## config.mk

```make
export PLATFORM = sky130hd
export DESIGN_NAME = alu_issue
export DESIGN_NICKNAME = d
export VERILOG_FILES = /design/src/rtl/alu_issue.sv
export SDC_FILE = /design/constraint.sdc
export NUM_CORES = 1
export LEC_CHECK = 0
export CAP_MARGIN = 20
export CORE_ASPECT_RATIO = 2
export CORE_UTILIZATION = 42
export CTS_CLUSTER_DIAMETER = 60
export DETAILED_ROUTE_END_ITERATION = 6
export HOLD_SLACK_MARGIN = 0.06
export PLACE_DENSITY_LB_ADDON = 0.12
export SLEW_MARGIN = 25
export SYNTH_ARGS = -nofsm -noshare
export SYNTH_HDL_FRONTEND = slang
export SYNTH_SLANG_ARGS = --single-unit
```

## constraint.sdc

```tcl
create_clock -name clk -period 2.3 [get_ports clk]
set_input_delay 0.345 -clock clk [delete_from_list [all_inputs] [get_ports clk]]
set_output_delay 0.345 -clock clk [all_outputs]
set_load 0.02 [all_outputs]
```

## src/rtl/alu_issue.sv

```systemverilog
// alu_issue: execute-issue stage feeding the RV32I ALU.
// Decodes funct3/funct7b5 into the ALU operation code, picks the register
// or immediate operands with the x0 rule, and holds the results in a
// 2-entry buffer (main + skid) whose head drives the ALU inputs directly.
// Optional feature macro: ALU_ISSUE_FWD_EN enables the writeback bypass.
// When it is undefined, the fwd_* ports are present but ignored.
module alu_issue #(
    parameter int OP_W  = 10,
    parameter int DEPTH = 2
) (
    input  logic            clk,
    input  logic            rst_n,
    input  logic            in_valid,
    output logic            in_ready,
    input  logic            in_is_imm,
    input  logic [2:0]      in_funct3,
    input  logic            in_funct7b5,
    input  logic [4:0]      in_rs1,
    input  logic [4:0]      in_rs2,
    input  logic [31:0]     in_rs1_val,
    input  logic [31:0]     in_rs2_val,
    input  logic [31:0]     in_imm,
    input  logic [4:0]      in_rd,
    input  logic            fwd_valid,
    input  logic [4:0]      fwd_rd,
    input  logic [31:0]     fwd_data,
    output logic            out_valid,
    input  logic            out_ready,
    output logic [31:0]     rs1_num,
    output logic [31:0]     rs2_num,
    output logic [OP_W-1:0] alu_op,
    output logic [4:0]      out_rd,
    output logic            err_illegal
);

    localparam logic [1:0] FULL = 2'(DEPTH);

    localparam logic [OP_W-1:0] OP_ADD  = OP_W'(10'd1);
    localparam logic [OP_W-1:0] OP_SUB  = OP_W'(10'd2);
    localparam logic [OP_W-1:0] OP_SLL  = OP_W'(10'd3);
    localparam logic [OP_W-1:0] OP_SLT  = OP_W'(10'd5);
    localparam logic [OP_W-1:0] OP_SLTU = OP_W'(10'd6);
    localparam logic [OP_W-1:0] OP_XOR  = OP_W'(10'd7);
    localparam logic [OP_W-1:0] OP_SRL  = OP_W'(10'd8);
    localparam logic [OP_W-1:0] OP_SRA  = OP_W'(10'd9);
    localparam logic [OP_W-1:0] OP_OR   = OP_W'(10'd10);
    localparam logic [OP_W-1:0] OP_AND  = OP_W'(10'd11);

    // Map funct3/funct7b5 to the ALU operation code.
    function automatic logic [OP_W-1:0] decode_op(input logic is_imm,
                                                  input logic [2:0] f3,
                                                  input logic f7b5);
        logic [OP_W-1:0] op;
        case (f3)
            3'b000:  op = (!is_imm && f7b5) ? OP_SUB : OP_ADD;
            3'b001:  op = OP_SLL;
            3'b010:  op = OP_SLT;
            3'b011:  op = OP_SLTU;
            3'b100:  op = OP_XOR;
            3'b101:  op = f7b5 ? OP_SRA : OP_SRL;
            3'b110:  op = OP_OR;
            3'b111:  op = OP_AND;
            default: op = OP_ADD;
        endcase
        return op;
    endfunction

    // funct7b5 is only meaningful for OP sub and for the right shifts.
    function automatic logic is_illegal(input logic is_imm,
                                        input logic [2:0] f3,
                                        input logic f7b5);
        logic bad;
        if (!f7b5) begin
            bad = 1'b0;
        end else if (f3 == 3'b101) begin
            bad = 1'b0;
        end else if ((f3 == 3'b000) && !is_imm) begin
            bad = 1'b0;
        end else begin
            bad = 1'b1;
        end
        return bad;
    endfunction

    logic            accept_s;
    logic            legal_s;
    logic            push_s;
    logic            pop_s;
    logic [1:0]      count_next_s;
    logic [31:0]     new_rs1_s;
    logic [31:0]     new_rs2_s;
    logic [OP_W-1:0] new_op_s;
    logic            hit_rs1_s;
    logic            hit_rs2_s;

    logic [1:0]      count_r;
    logic            out_valid_r;
    logic            in_ready_r;
    logic            err_r;
    logic [31:0]     head_rs1_r;
    logic [31:0]     head_rs2_r;
    logic [OP_W-1:0] head_op_r;
    logic [4:0]      head_rd_r;
    logic [31:0]     tail_rs1_r;
    logic [31:0]     tail_rs2_r;
    logic [OP_W-1:0] tail_op_r;
    logic [4:0]      tail_rd_r;

`ifdef ALU_ISSUE_FWD_EN
    // Writeback bypass match for each source index (x0 never matches).
    always_comb begin
        hit_rs1_s = fwd_valid && (fwd_rd != 5'd0) && (fwd_rd == in_rs1);
        hit_rs2_s = fwd_valid && (fwd_rd != 5'd0) && (fwd_rd == in_rs2);
    end
`else
    logic unused_fwd_s;

    // Bypass disabled: the bypass inputs are deliberately ignored.
    always_comb begin
        unused_fwd_s = ^{fwd_valid, fwd_rd, fwd_data};
        hit_rs1_s    = 1'b0;
        hit_rs2_s    = 1'b0;
    end
`endif

    // Decode the incoming instruction and form its operands.
    always_comb begin
        accept_s = in_valid && in_ready_r;
        legal_s  = !is_illegal(in_is_imm, in_funct3, in_funct7b5);
        push_s   = accept_s && legal_s;
        pop_s    = out_valid_r && out_ready;
        new_op_s = decode_op(in_is_imm, in_funct3, in_funct7b5);

        if (in_rs1 == 5'd0) begin
            new_rs1_s = 32'd0;
        end else if (hit_rs1_s) begin
            new_rs1_s = fwd_data;
        end else begin
            new_rs1_s = in_rs1_val;
        end

        if (in_is_imm) begin
            if ((in_funct3 == 3'b001) || (in_funct3 == 3'b101)) begin
                new_rs2_s = {27'd0, in_imm[4:0]};
            end else begin
                new_rs2_s = in_imm;
            end
        end else if (in_rs2 == 5'd0) begin
            new_rs2_s = 32'd0;
        end else if (hit_rs2_s) begin
            new_rs2_s = fwd_data;
        end else begin
            new_rs2_s = in_rs2_val;
        end
    end

    // Next occupancy from the push/pop pair.
    always_comb begin
        case ({push_s, pop_s})
            2'b10:   count_next_s = count_r + 2'd1;
            2'b01:   count_next_s = count_r - 2'd1;
            default: count_next_s = count_r;
        endcase
    end

    // Buffer state, handshake flags and the error pulse.
    always_ff @(posedge clk or negedge rst_n) begin
        if (!rst_n) begin
            count_r     <= 2'd0;
            out_valid_r <= 1'b0;
            in_ready_r  <= 1'b1;
            err_r       <= 1'b0;
            head_rs1_r  <= 32'd0;
            head_rs2_r  <= 32'd0;
            head_op_r   <= '0;
            head_rd_r   <= 5'd0;
            tail_rs1_r  <= 32'd0;
            tail_rs2_r  <= 32'd0;
            tail_op_r   <= '0;
            tail_rd_r   <= 5'd0;
        end else begin
            count_r     <= count_next_s;
            out_valid_r <= (count_next_s != 2'd0);
            in_ready_r  <= (count_next_s != FULL);
            err_r       <= accept_s && !legal_s;
            case (count_r)
                2'd0: begin
                    if (push_s) begin
                        head_rs1_r <= new_rs1_s;
                        head_rs2_r <= new_rs2_s;
                        head_op_r  <= new_op_s;
                        head_rd_r  <= in_rd;
                    end
                end
                2'd1: begin
                    if (push_s && pop_s) begin
                        head_rs1_r <= new_rs1_s;
                        head_rs2_r <= new_rs2_s;
                        head_op_r  <= new_op_s;
                        head_rd_r  <= in_rd;
                    end else if (push_s) begin
                        tail_rs1_r <= new_rs1_s;
                        tail_rs2_r <= new_rs2_s;
                        tail_op_r  <= new_op_s;
                        tail_rd_r  <= in_rd;
                    end
                end
                2'd2: begin
                    if (pop_s) begin
                        head_rs1_r <= tail_rs1_r;
                        head_rs2_r <= tail_rs2_r;
                        head_op_r  <= tail_op_r;
                        head_rd_r  <= tail_rd_r;
                    end
                end
                default: begin
                    count_r <= 2'd0;
                end
            endcase
        end
    end

    assign in_ready    = in_ready_r;
    assign out_valid   = out_valid_r;
    assign rs1_num     = head_rs1_r;
    assign rs2_num     = head_rs2_r;
    assign alu_op      = head_op_r;
    assign out_rd      = head_rd_r;
    assign err_illegal = err_r;

endmodule
```

==> summary.txt <==
Clock tree
  – Clock sinks: 151
  – CTS tree: built
  – Worst skew pair latency: 0.42 ns
  – Reg clk slew, reported paths: 0.07 ns
  – CTS Buffer Depth: 2
  – CTS H-tree depth: 4
  – Root Buffer: clkbuf_16
  – TritonCTS Buffers: 17

STA
  – Max-slew violations: 0
  – Setup TNS Final: 0 ns
  – Worst-Margin Slew: 0.783 ns
  – Peak Freq: 439 MHz
  – Final hold viol count: 0
  – Worst slew margin: 47.6%
  – Endpoints failing setup: 0
  – Clk_skew: 0.00939 ns
  – Fin crit share: 99.0%
  – Final min period: 2.28 ns
  – RSZ-0062 raised after global routing: true

Synthesis
  – Cell variety after synth: 39
  – Syn_area_per_cell: 11.2 um^2
  – Warnings, synthesis: 0
  – Seq/Total Area, Yosys: 51.0%
  – Post-synth top area share: 50.7%
  – Fraction of registers with async set/reset: 100%
  – Number of synthesized flops with an enable pin: 0
  – Synth area leaders: dfrtp_1 51%, mux2_4 8.5%, a22o_1 7.6%, mux2i_1 4.1%, nand2_1 3.9%
  – Synthesized area: 0.00741 mm^2
  – Predominant post-synthesis flop cell: dfrtp_1
  – Post-Syn Instances: 663
  – #FFs+latches synth: 151
  – Post-synth top area cell: dfrtp_1

Floorplanning
  – Core area: 0.0173 mm^2
  – Row count: 68
  – Die height: 190 um
  – I/O pins: 240
  – Die area: 0.0182 mm^2
  – Starting Density: 42.9%
  – DIE WIDTH: 95.9 um

Detailed routing
  – DRC: 0
  – Drt first pass iters: 5
  – Final wirelength: 20.7 mm
  – Vias/cell: 5.62
  – DR WL/cell: 18.9 um
  – Iter 0 DRT Violations: 202
  – Via count: 6137
  – Routed Antenna Nets: 0

Power
  – Total Power: 15.0 mW
  – Pwr per Cell Area: 1400 mW/mm^2
  – VDD IR max: 0.588 mV
  – LEAKAGE: 4.94 nW

Worst setup path
  – Critical Path Start Type: flop
  – CP arrival: 2.57 ns
  – Required time worst endpoint: 2.59 ns
  – CP Class: flop to flop
  – Worst reg2reg path depth: 10
  – CP endpoint kind: flop
  – Crit Path Max Fanout: 7

Layout
  – Seq. cell area: 0.00378 mm^2
  – Diode count: 0
  – Area of the multi-input gates: 0.00327 mm^2
  – Share of cells above drive strength 1: 17.8%
  – Fillcell total: 1426
  – Commonest non-fill, non-tap cell in the layout: clkdlybuf4s50_1
  – Most frequent cells in the layout: 190 x clkdlybuf4s50_1, 150 x dfrtp_1, 75 x nand2_1
  – Nets: 1035
  – Layout area overhead: 44.1%

Placement
  – HPWL Detailed: 14.1 mm
  – I/O Buffers: 195
  – GPL Wtd Cong: 0.840

GRT
  – GRT overflow: 0
  – First-pass GRT wire length: 33.1 mm
  – Vias in the first global route: 6397
  – GRT Overall Usage: 24.1%
  – Initial antenna violation count: 0
  – Largest net degree at the start of global routing: 76

Run
  – Max-Cap Viols: 0

Worst hold path
  – Min-Delay Path Class: primary input to async pin

Outcome
  – Status: finished, final reports clean
registers in the layout, indices dropped and copies added (netlist names), 2 cells and up:
register	cells
tail_op_r	4
tail_rs2_r	32
rs1_num	32
tail_rd_r	5
alu_op	4
tail_rs1_r	32
rs2_num	32
out_rd	5
count_r	2
cell families after synthesis:
kind of cell	synth area share [%]
AOI/OAI and AO/OA	19.0
and+or+nand+nor	7.86
DFF	51.0
buffers and inverters	6.18
muxes	14.5
adders and majority gates	1.35
other	0.0506
layout make-up:
cell class | count | area share, %
sequential | 151 | 35.4
clock buffer | 19 | 4.15
tap | 210 | 2.46
multi-input combinational | 417 | 30.6
clock inverter | 13 | 1.23
inverter | 35 | 1.23
timing repair buffer | 247 | 24.9
final timing paths:
check	end	start	slack (ns)
setup reg to reg	rs2_num[15]	in_ready	0.02
setup / recovery	rs2_num[15]	in_ready	0.02
max in group asynchronous	rs2_num[15]	rst_n	1.26
min in group clk	tail_op_r[3]	in_funct3[2]	0.44
hold / removal	rs1_num[8]	rst_n	0.35
hold reg to reg	tail_rs2_r[22]	tail_rs2_r[22]	0.48
where the power goes:
| group | switching, mW | internal [mW] | total, mW |
|---|---|---|---|
| combinational | 3.31 | 4.26 | 7.57 |
| sequential | 0.744 | 3.93 | 4.67 |
| clock | 1.11 | 1.62 | 2.73 |
| total | 5.17 | 9.81 | 15.0 |
routing by layer:
layer / share of wire, % / track usage [%] / up-vias / routed length [um]
met1: 38 / 27.1 / 3033 / 7760
met3: 5.1 / 4.44 / 42 / 1050
met4: 3.3 / 11.3 / 0 / 675
met5: 0 / 0 / - / 0
li1: - / - / 2821 / -
met2: 54 / 42.8 / 241 / 11200
per-stage QoR:
stage	util [%]	setup WS, ns	area [um^2]	hold slack (ns)	cells
after CTS	61.5	-0.0219	10600	0.344	1090
final	61.8	0.0220	10700	0.349	1092
after global routing	61.8	-0.0828	10700	0.379	1092
after floorplan	-	-0.0515	7470	0.0494	668
after detailed placement	56.7	-0.733	9780	0.228	1043
after global placement	56.7	-0.658	9780	0.223	1043
critical path: stages (launching register included):
cell and delay [ns]:
dfstp_2 0.58, nand2_4 0.08, a31oi_4 0.15, ha_2 0.19
inv_2 0.04, a221oi_2 0.23, o211ai_1 0.14, buf_4 0.18
bufbuf_16 0.28, clkbuf_16 0.17, mux2i_1 0.11
cells in the mapped netlist, types with 2 or more instances:
cell type,instances
dfrtp_1,150
nand2_1,77
a22o_1,64
clkbuf_1,44
mux2_4,42
o21ai_0,39
inv_1,35
mux2i_1,30
nor3_1,30
a221oi_1,28
a22oi_1,28
mux2_2,13
nor2_1,12
a21oi_1,8
ha_1,8
buf_6,7
buf_2,6
buf_4,6
a21boi_0,4
a221o_1,4
a31oi_1,3
o211ai_1,3
buf_1,2
nand2b_1,2
nand3b_1,2
nor2b_1,2
nor3b_1,2
what timing repair did:
action	4_1_cts	5_1_grt
setup endpoints to repair	73	73
resized for setup	27	6
hold endpoints to repair	23	0
pin swaps	5	5
hold buffers	1	0
buffers inserted	8	1
cloned	6	1
Note: power is estimated with default switching activity, not from simulation.
